===== src/rtl/vlsu_seq_if.sv =====
// Command, scratchpad and veggie-file signals of the vLSU command sequencer.
// master = sequencer side, slave = environment side.
interface vlsu_seq_if #(
    parameter int VEC_LEN = 32,
    parameter int ELEM_W  = 16,
    parameter int ADDR_W  = 20,
    parameter int VREG_W  = 5
);
    logic                      cmd_valid;
    logic                      cmd_ready;
    logic                      cmd_is_store;
    logic                      cmd_spad_sel;
    logic [ADDR_W-1:0]         cmd_base;
    logic [ADDR_W-1:0]         cmd_stride;
    logic [VREG_W-1:0]         cmd_vreg;
    logic                      sp_req_valid;
    logic                      sp_req_ready;
    logic                      sp_req_sel;
    logic                      sp_req_we;
    logic [ADDR_W-1:0]         sp_req_addr;
    logic [ELEM_W-1:0]         sp_req_wdata;
    logic                      sp_rsp_valid;
    logic [ELEM_W-1:0]         sp_rsp_data;
    logic                      vg_rd_en;
    logic [VREG_W-1:0]         vg_rd_idx;
    logic [VEC_LEN*ELEM_W-1:0] vg_rd_data;
    logic                      vg_wr_en;
    logic [VREG_W-1:0]         vg_wr_idx;
    logic [VEC_LEN*ELEM_W-1:0] vg_wr_data;
    logic                      busy;
    logic                      done;

    modport master (
        input  cmd_valid, cmd_is_store, cmd_spad_sel, cmd_base, cmd_stride, cmd_vreg,
        input  sp_req_ready, sp_rsp_valid, sp_rsp_data, vg_rd_data,
        output cmd_ready, sp_req_valid, sp_req_sel, sp_req_we, sp_req_addr, sp_req_wdata,
        output vg_rd_en, vg_rd_idx, vg_wr_en, vg_wr_idx, vg_wr_data, busy, done
    );

    modport slave (
        output cmd_valid, cmd_is_store, cmd_spad_sel, cmd_base, cmd_stride, cmd_vreg,
        output sp_req_ready, sp_rsp_valid, sp_rsp_data, vg_rd_data,
        input  cmd_ready, sp_req_valid, sp_req_sel, sp_req_we, sp_req_addr, sp_req_wdata,
        input  vg_rd_en, vg_rd_idx, vg_wr_en, vg_wr_idx, vg_wr_data, busy, done
    );
endinterface


===== src/rtl/vlsu_seq.sv =====
// vLSU command sequencer: splits one vector load/store into VEC_LEN strided
// scratchpad element requests, metering loads against the response FIFO depth.
module vlsu_seq #(
    parameter int VEC_LEN    = 32,
    parameter int ELEM_W     = 16,
    parameter int ADDR_W     = 20,
    parameter int VREG_W     = 5,
    parameter int FIFO_DEPTH = 13
) (
    input logic        CLK,
    input logic        nRST,
    vlsu_seq_if.master bus
);
    localparam int CW = $clog2(VEC_LEN + 1);
    localparam int IW = $clog2(VEC_LEN);
    localparam int OW = $clog2(FIFO_DEPTH + 1);

    localparam logic [2:0] S_IDLE     = 3'd0;
    localparam logic [2:0] S_LD_ISSUE = 3'd1;
    localparam logic [2:0] S_LD_DRAIN = 3'd2;
    localparam logic [2:0] S_LD_WB    = 3'd3;
    localparam logic [2:0] S_ST_RD    = 3'd4;
    localparam logic [2:0] S_ST_CAP   = 3'd5;
    localparam logic [2:0] S_ST_ISSUE = 3'd6;

    logic [2:0]                          state_q, state_d;
    logic                                sel_q, sel_d;
    logic [ADDR_W-1:0]                   stride_q, stride_d;
    logic [ADDR_W-1:0]                   addr_q, addr_d;
    logic [VREG_W-1:0]                   vreg_q, vreg_d;
    logic [CW-1:0]                       issue_cnt_q, issue_cnt_d;
    logic [CW-1:0]                       rsp_cnt_q, rsp_cnt_d;
    logic [OW-1:0]                       out_cnt_q, out_cnt_d;
    logic [VEC_LEN-1:0][ELEM_W-1:0]      asm_q, asm_d;
    logic [VEC_LEN-1:0][ELEM_W-1:0]      sbuf_q, sbuf_d;

    logic req_valid, req_acc, rd_acc, rsp_take, last_st;

    assign req_valid = ((state_q == S_LD_ISSUE) && (out_cnt_q < OW'(FIFO_DEPTH)))
                     || (state_q == S_ST_ISSUE);
    assign req_acc   = req_valid && bus.sp_req_ready;
    assign rd_acc    = req_acc && (state_q == S_LD_ISSUE);
    // Responses only count while a load is in flight; strays elsewhere are dropped.
    assign rsp_take  = bus.sp_rsp_valid && ((state_q == S_LD_ISSUE) || (state_q == S_LD_DRAIN));
    assign last_st   = (state_q == S_ST_ISSUE) && req_acc && (issue_cnt_q == CW'(VEC_LEN - 1));

    always_comb begin
        state_d     = state_q;
        sel_d       = sel_q;
        stride_d    = stride_q;
        addr_d      = addr_q;
        vreg_d      = vreg_q;
        issue_cnt_d = issue_cnt_q;
        rsp_cnt_d   = rsp_cnt_q;
        out_cnt_d   = out_cnt_q;
        asm_d       = asm_q;
        sbuf_d      = sbuf_q;

        if (req_acc) begin
            addr_d      = addr_q + stride_q;
            issue_cnt_d = issue_cnt_q + CW'(1);
        end
        case ({rd_acc, rsp_take})
            2'b10:   out_cnt_d = out_cnt_q + OW'(1);
            2'b01:   out_cnt_d = out_cnt_q - OW'(1);
            default: out_cnt_d = out_cnt_q;
        endcase
        if (rsp_take) begin
            asm_d[rsp_cnt_q[IW-1:0]] = bus.sp_rsp_data;
            rsp_cnt_d                = rsp_cnt_q + CW'(1);
        end

        case (state_q)
            S_IDLE: if (bus.cmd_valid) begin
                sel_d       = bus.cmd_spad_sel;
                stride_d    = bus.cmd_stride;
                addr_d      = bus.cmd_base;
                vreg_d      = bus.cmd_vreg;
                issue_cnt_d = '0;
                rsp_cnt_d   = '0;
                out_cnt_d   = '0;
                state_d     = bus.cmd_is_store ? S_ST_RD : S_LD_ISSUE;
            end
            S_LD_ISSUE: if (rd_acc && (issue_cnt_q == CW'(VEC_LEN - 1))) state_d = S_LD_DRAIN;
            S_LD_DRAIN: if (rsp_take && (rsp_cnt_q == CW'(VEC_LEN - 1))) state_d = S_LD_WB;
            S_LD_WB:    state_d = S_IDLE;
            S_ST_RD:    state_d = S_ST_CAP;
            S_ST_CAP: begin
                sbuf_d  = bus.vg_rd_data;
                state_d = S_ST_ISSUE;
            end
            S_ST_ISSUE: if (last_st) state_d = S_IDLE;
            default:    state_d = S_IDLE;
        endcase
    end

    always_ff @(posedge CLK or negedge nRST) begin
        if (!nRST) begin
            state_q     <= S_IDLE;
            sel_q       <= 1'b0;
            stride_q    <= '0;
            addr_q      <= '0;
            vreg_q      <= '0;
            issue_cnt_q <= '0;
            rsp_cnt_q   <= '0;
            out_cnt_q   <= '0;
            asm_q       <= '0;
            sbuf_q      <= '0;
        end else begin
            state_q     <= state_d;
            sel_q       <= sel_d;
            stride_q    <= stride_d;
            addr_q      <= addr_d;
            vreg_q      <= vreg_d;
            issue_cnt_q <= issue_cnt_d;
            rsp_cnt_q   <= rsp_cnt_d;
            out_cnt_q   <= out_cnt_d;
            asm_q       <= asm_d;
            sbuf_q      <= sbuf_d;
        end
    end

    assign bus.cmd_ready    = (state_q == S_IDLE);
    assign bus.sp_req_valid = req_valid;
    assign bus.sp_req_sel   = sel_q;
    assign bus.sp_req_we    = (state_q == S_ST_ISSUE);
    assign bus.sp_req_addr  = addr_q;
    assign bus.sp_req_wdata = (state_q == S_ST_ISSUE) ? sbuf_q[issue_cnt_q[IW-1:0]] : '0;
    assign bus.vg_rd_en     = (state_q == S_ST_RD);
    assign bus.vg_rd_idx    = vreg_q;
    assign bus.vg_wr_en     = (state_q == S_LD_WB);
    assign bus.vg_wr_idx    = vreg_q;
    assign bus.vg_wr_data   = asm_q;
    assign bus.busy         = (state_q != S_IDLE);
    assign bus.done         = (state_q == S_LD_WB) || last_st;
endmodule


===== src/flat_wrapper.sv =====
// flat-port wrapper written by rule: the top's interface ports become plain ports
module vlsu_seq_flat 
#(
    parameter int VEC_LEN    = 32,
    parameter int ELEM_W     = 16,
    parameter int ADDR_W     = 20,
    parameter int VREG_W     = 5,
    parameter int FIFO_DEPTH = 13
)
  (CLK, nRST, bus_cmd_valid, bus_cmd_is_store, bus_cmd_spad_sel, bus_cmd_base, bus_cmd_stride, bus_cmd_vreg, bus_sp_req_ready, bus_sp_rsp_valid, bus_sp_rsp_data, bus_vg_rd_data, bus_cmd_ready, bus_sp_req_valid, bus_sp_req_sel, bus_sp_req_we, bus_sp_req_addr, bus_sp_req_wdata, bus_vg_rd_en, bus_vg_rd_idx, bus_vg_wr_en, bus_vg_wr_idx, bus_vg_wr_data, bus_busy, bus_done);
  vlsu_seq_if #(.VEC_LEN(VEC_LEN), .ELEM_W(ELEM_W), .ADDR_W(ADDR_W), .VREG_W(VREG_W)) bus_i ();
  input logic CLK;
  input logic nRST;
  input wire logic [$bits(bus_i.cmd_valid)-1:0] bus_cmd_valid;
  input wire logic [$bits(bus_i.cmd_is_store)-1:0] bus_cmd_is_store;
  input wire logic [$bits(bus_i.cmd_spad_sel)-1:0] bus_cmd_spad_sel;
  input wire logic [$bits(bus_i.cmd_base)-1:0] bus_cmd_base;
  input wire logic [$bits(bus_i.cmd_stride)-1:0] bus_cmd_stride;
  input wire logic [$bits(bus_i.cmd_vreg)-1:0] bus_cmd_vreg;
  input wire logic [$bits(bus_i.sp_req_ready)-1:0] bus_sp_req_ready;
  input wire logic [$bits(bus_i.sp_rsp_valid)-1:0] bus_sp_rsp_valid;
  input wire logic [$bits(bus_i.sp_rsp_data)-1:0] bus_sp_rsp_data;
  input wire logic [$bits(bus_i.vg_rd_data)-1:0] bus_vg_rd_data;
  output wire logic [$bits(bus_i.cmd_ready)-1:0] bus_cmd_ready;
  output wire logic [$bits(bus_i.sp_req_valid)-1:0] bus_sp_req_valid;
  output wire logic [$bits(bus_i.sp_req_sel)-1:0] bus_sp_req_sel;
  output wire logic [$bits(bus_i.sp_req_we)-1:0] bus_sp_req_we;
  output wire logic [$bits(bus_i.sp_req_addr)-1:0] bus_sp_req_addr;
  output wire logic [$bits(bus_i.sp_req_wdata)-1:0] bus_sp_req_wdata;
  output wire logic [$bits(bus_i.vg_rd_en)-1:0] bus_vg_rd_en;
  output wire logic [$bits(bus_i.vg_rd_idx)-1:0] bus_vg_rd_idx;
  output wire logic [$bits(bus_i.vg_wr_en)-1:0] bus_vg_wr_en;
  output wire logic [$bits(bus_i.vg_wr_idx)-1:0] bus_vg_wr_idx;
  output wire logic [$bits(bus_i.vg_wr_data)-1:0] bus_vg_wr_data;
  output wire logic [$bits(bus_i.busy)-1:0] bus_busy;
  output wire logic [$bits(bus_i.done)-1:0] bus_done;
  assign bus_i.cmd_valid = bus_cmd_valid;
  assign bus_i.cmd_is_store = bus_cmd_is_store;
  assign bus_i.cmd_spad_sel = bus_cmd_spad_sel;
  assign bus_i.cmd_base = bus_cmd_base;
  assign bus_i.cmd_stride = bus_cmd_stride;
  assign bus_i.cmd_vreg = bus_cmd_vreg;
  assign bus_i.sp_req_ready = bus_sp_req_ready;
  assign bus_i.sp_rsp_valid = bus_sp_rsp_valid;
  assign bus_i.sp_rsp_data = bus_sp_rsp_data;
  assign bus_i.vg_rd_data = bus_vg_rd_data;
  assign bus_cmd_ready = bus_i.cmd_ready;
  assign bus_sp_req_valid = bus_i.sp_req_valid;
  assign bus_sp_req_sel = bus_i.sp_req_sel;
  assign bus_sp_req_we = bus_i.sp_req_we;
  assign bus_sp_req_addr = bus_i.sp_req_addr;
  assign bus_sp_req_wdata = bus_i.sp_req_wdata;
  assign bus_vg_rd_en = bus_i.vg_rd_en;
  assign bus_vg_rd_idx = bus_i.vg_rd_idx;
  assign bus_vg_wr_en = bus_i.vg_wr_en;
  assign bus_vg_wr_idx = bus_i.vg_wr_idx;
  assign bus_vg_wr_data = bus_i.vg_wr_data;
  assign bus_busy = bus_i.busy;
  assign bus_done = bus_i.done;
  vlsu_seq #(.VEC_LEN(VEC_LEN), .ELEM_W(ELEM_W), .ADDR_W(ADDR_W), .VREG_W(VREG_W), .FIFO_DEPTH(FIFO_DEPTH)) u_core (.CLK(CLK), .nRST(nRST), .bus(bus_i));
endmodule

===== config.mk =====
export PLATFORM = sky130hd
export DESIGN_NAME = vlsu_seq_flat
export DESIGN_NICKNAME = d
export VERILOG_FILES = /design/src/rtl/vlsu_seq_if.sv /design/src/rtl/vlsu_seq.sv /design/src/flat_wrapper.sv
export SDC_FILE = /design/constraint.sdc
export NUM_CORES = 2
export LEC_CHECK = 0
export CELL_PAD_IN_SITES_DETAIL_PLACEMENT = 1
export CELL_PAD_IN_SITES_GLOBAL_PLACEMENT = 1
export CORE_AREA = 3 3 441 443
export CTS_CLUSTER_SIZE = 12
export DETAILED_ROUTE_END_ITERATION = 10
export DIE_AREA = 0 0 444 446
export PLACE_DENSITY = 0.62
export SLEW_MARGIN = 5
export SYNTH_ARGS = -nofsm -noshare
export SYNTH_HDL_FRONTEND = slang
export SYNTH_SLANG_ARGS = --single-unit

===== constraint.sdc =====
create_clock -name CLK -period 3.2 [get_ports CLK]
set_input_delay 0.96 -clock CLK [delete_from_list [all_inputs] [get_ports CLK]]
set_output_delay 0.96 -clock CLK [all_outputs]
set_load 0.005 [all_outputs]

==> results by group <==
Setup path
  • CP required: 2.24 ns
  • Critical Path Sink Type: output port
  • Critical-path cell list: buf_12, buf_12, buf_16, mux4_2, mux4_2, mux2i_2, nor2_2, buf_2
  • CP arrival: 3.21 ns
  • R2R Path End: u_core.bus.sp_req_addr[18]$_DFF_PN0_
  • Critical path class: reg2out
  • Critical-path maximum fanout: 16
  • Setup slack, reg-to-reg: 0.26 ns
  • CP peak stage delay: 0.54 ns
  • Worst Setup Start Kind: flip-flop
  • R2R depth: 10
  • Slowest-stage cell, CP: mux4_2
  • Reg-to-reg startpoint: u_core.bus.sp_req_addr[0]$_DFF_PN0_

Yosys
  • Async SR Flop Fraction: 1.00
  • Synth top area share: 0.584
  • Synthesized Nets: 3537
  • Syn avg cell area: 15.9 µm²
  • Unique masters post-synth: 63
  • Post-synth EDFFs: 0
  • #FFs+latches synth: 1089
  • Ys flop type: dfrtp_1
  • Yosys Warn Count: 0
  • Sequential fraction of the synthesis area: 0.584
  • Cell count after synthesis: 2929
  • Mapped Area: 46600 µm²
  • Leading area contributor after synthesis: dfrtp_1
  • Largest cells by area after synthesis: dfrtp_1, mux2_2, mux4_2, mux2_4, nand2_1

Worst hold path
  • Hold Crit Class: in2async

Placed design
  • Pre-CTS WS: -0.485 ns
  • # port buffers: 1145
  • Routability cong.: 0.848
  • Detail Placement HPWL: 146000 µm

Floorplan
  • Core area: 190000 µm²
  • IO Pins: 1146
  • Starting Density: 0.245
  • Die width: 444 µm
  • # rows: 160
  • Die height: 446 µm
  • Area of the die: 198000 µm²

GRT
  • Largest net degree at the start of global routing: 115
  • First-pass GRT wire length: 267000 µm
  • Vias in the first global route: 34000
  • Total GRT Usage: 0.190
  • Initial antenna violation count: 46
  • Remaining global-route overflow: 0

Clock tree
  • Clk slew on worst S/H paths: 0.06 ns
  • Clock root buffer: clkbuf_16
  • Skew-Pair Late Insertion Delay: 0.79 ns
  • CTS tree: built
  • CTS Buf Count: 132
  • Htree depth: 4
  • Longest Clk Path Bufs: 3
  • Cts-stage hold buffer count: 0
  • CTS Sinks: 1089

Timing
  • RSZ-0062 raised after global routing: yes
  • Max-slew violations: 0
  • Final min period: 4.17 ns
  • Final setup viols: 17
  • Clock skew: 0.0331 ns
  • Final setup margin: -0.970 ns
  • Rel. slew slack: 0.383
  • Max Freq: 240 MHz
  • Hold Vio Cnt, Final: 0
  • Period utilisation layout: 1.30
  • Least-Margin Pin Slew: 0.925 ns

Drt
  • Routed wire length: 193000 µm
  • Drc violations: 0
  • Post-DR wirelength/cell: 28.4 µm
  • DR pass1 iterations: 4
  • Via density: 4.57
  • DRT iter0 DRCs: 1634
  • DR vias: 31100
  • Routed Antenna Nets: 0

Run
  • Max Cap Violations: 0

Power
  • LEAKAGE: 29.3 nW
  • Peak VDD IR: 0.497 mV
  • Pwr Density: 859 nW/µm²
  • Total chip power: 57.4 mW

Cells and area
  • Area delta synth->final: 43.4%
  • Share of cells above drive strength 1: 0.387
  • Nets: 4788

Outcome
  • Outcome: complete, but fails checks
  • Violated checks: setup timing
## cell usage after synthesis, types with 2 or more instances
master / count
dfrtp_1: 1089
mux2_2: 946
mux4_2: 160
nand2_1: 114
clkbuf_1: 92
mux2_4: 77
buf_2: 72
nor2_1: 59
a21oi_1: 38
buf_6: 29
ha_1: 27
o21ai_0: 23
nand2_4: 21
mux2i_1: 18
xor2_1: 14
inv_1: 11
a31oi_1: 9
xnor2_1: 9
and2_1: 8
buf_4: 8
nand4_1: 8
a21o_1: 7
and3_1: 7
buf_1: 7
nand3_1: 6
nor3_1: 6
nand3b_1: 5
nor2b_1: 5
nand2_2: 4
nand2b_1: 4
nand3_4: 4
o21a_1: 4
a211oi_1: 3
or3_1: 3
a32o_1: 2
nor2_4: 2
o211ai_1: 2
## kinds of logic (layout without fill, tap and decap cells)
family / Yosys count / in the layout / synth area share
compound gates: 102 / 102 / 0.0135
buf+inv: 219 / 1569 / 0.0249
mux: 1202 / 1202 / 0.335
other cells: 0 / 16 / 0
flops: 1089 / 1089 / 0.584
fa+ha+maj: 28 / 28 / 0.00767
xor+xnor: 24 / 24 / 0.00467
simple gates: 265 / 265 / 0.0302
## repair_timing
action,in CTS,in global routing
pin swaps,9,12
resized for setup,126,21
buffers inserted,33,13
endpoints found under the setup margin,23,17
cloned,3,0
hold endpoints to repair,0,0
## worst max path at each step
stage,start,end,slack (ns),depth (start not counted)
after detailed placement,u_core.issue_cnt_q[0]$_DFF_PN0_,bus_sp_req_wdata[15],-0.49,6
after global placement,u_core.issue_cnt_q[0]$_DFF_PN0_,bus_sp_req_wdata[8],-0.48,7
final,u_core.issue_cnt_q[0]$_DFF_PN0_,bus_sp_req_wdata[7],-0.97,8
after CTS,u_core.issue_cnt_q[0]$_DFF_PN0_,bus_sp_req_wdata[9],-1.14,8
after global routing,u_core.issue_cnt_q[0]$_DFF_PN0_,bus_sp_req_wdata[8],-1.06,8
after floorplan,u_core.issue_cnt_q[0]$_DFF_PN0_,bus_sp_req_wdata[10],0.07,7
## report_power, final
| part | total (mW) | switching (mW) | internal (mW) |
|---|---|---|---|
| sequential | 22.0 | 3.60 | 18.4 |
| combinational | 20.1 | 8.16 | 11.9 |
| clock | 15.3 | 6.34 | 9.00 |
## layer usage
metal	up-vias	global-route usage	wire length [µm]
met5	-	0	89
met4	14	0.0755	7370
met3	295	0.0396	9580
met2	1102	0.342	100000
met1	16500	0.221	76000
li1	13100	-	-
## flip-flops by register name (all words and copies together) (netlist names)
name,cells
u_core.bus.vg_wr_data,512
u_core.sbuf_q,512
u_core.bus.sp_req_addr,20
u_core.stride_q,20
u_core.issue_cnt_q,6
u_core.rsp_cnt_q,6
u_core.bus.vg_rd_idx,5
u_core.out_cnt_q,4
u_core.state_q,3
u_core.bus.sp_req_sel,1
## placed cells by master (no fill, tap or decap), drive strengths merged, types with 3 or more instances in the layout
| cell type | instances |
|---|---|
| a211oi | 3 |
| a21o | 7 |
| a21oi | 38 |
| a31oi | 9 |
| and2 | 8 |
| and3 | 7 |
| buf | 207 |
| bufinv | 9 |
| clkbuf | 191 |
| clkdlybuf4s50 | 1111 |
| clkinv | 25 |
| dfrtp | 1089 |
| diode | 16 |
| dlygate4sd2 | 6 |
| ha | 27 |
| inv | 18 |
| mux2 | 1024 |
| mux2i | 18 |
| mux4 | 160 |
| nand2 | 139 |
| nand2b | 4 |
| nand3 | 10 |
| nand3b | 5 |
| nand4 | 8 |
| nor2 | 62 |
| nor2b | 5 |
| nor3 | 7 |
| o21a | 4 |
| o21ai | 23 |
| or3 | 3 |
| xnor2 | 10 |
| xor2 | 14 |
## per-stage QoR
step / utilization / area, µm² / std cells / setup TNS (ns) / hold WS [ns]
4_1_cts: 0.350 / 66700 / 6780 / -17.50 / 0.0595
3_5_place_dp: 0.324 / 61700 / 6511 / -7.62 / 0.470
3_3_place_gp: 0.324 / 61700 / 6511 / -7.12 / 0.459
2_1_floorplan: - / 46600 / 2929 / 0 / 0.450
6_report: 0.351 / 66900 / 6806 / -15.13 / 0.129
5_1_grt: 0.351 / 66900 / 6801 / -16.96 / 0.101
## critical path, delay by kind of cell (launching register included)
family | cells | cell delay, ns
buffers and inverters | 4 | 0.58
flip-flops | 1 | 0.44
multiplexers | 3 | 1.29
AND/OR/NAND/NOR | 1 | 0.11
## area by class of cell
type | instances | area (µm²)
Antenna cell | 16 | 40.0
Clock inverter | 43 | 632
Clock buffer | 190 | 3770
Inverter | 11 | 41.3
Timing Repair Buffer | 1325 | 13600
Fill cell | 19800 | 124000
Tap cell | 2511 | 3140
Multi-Input combinational cell | 1621 | 18300
Sequential cell | 1089 | 27300
Note: power is estimated with default switching activity, not from simulation.
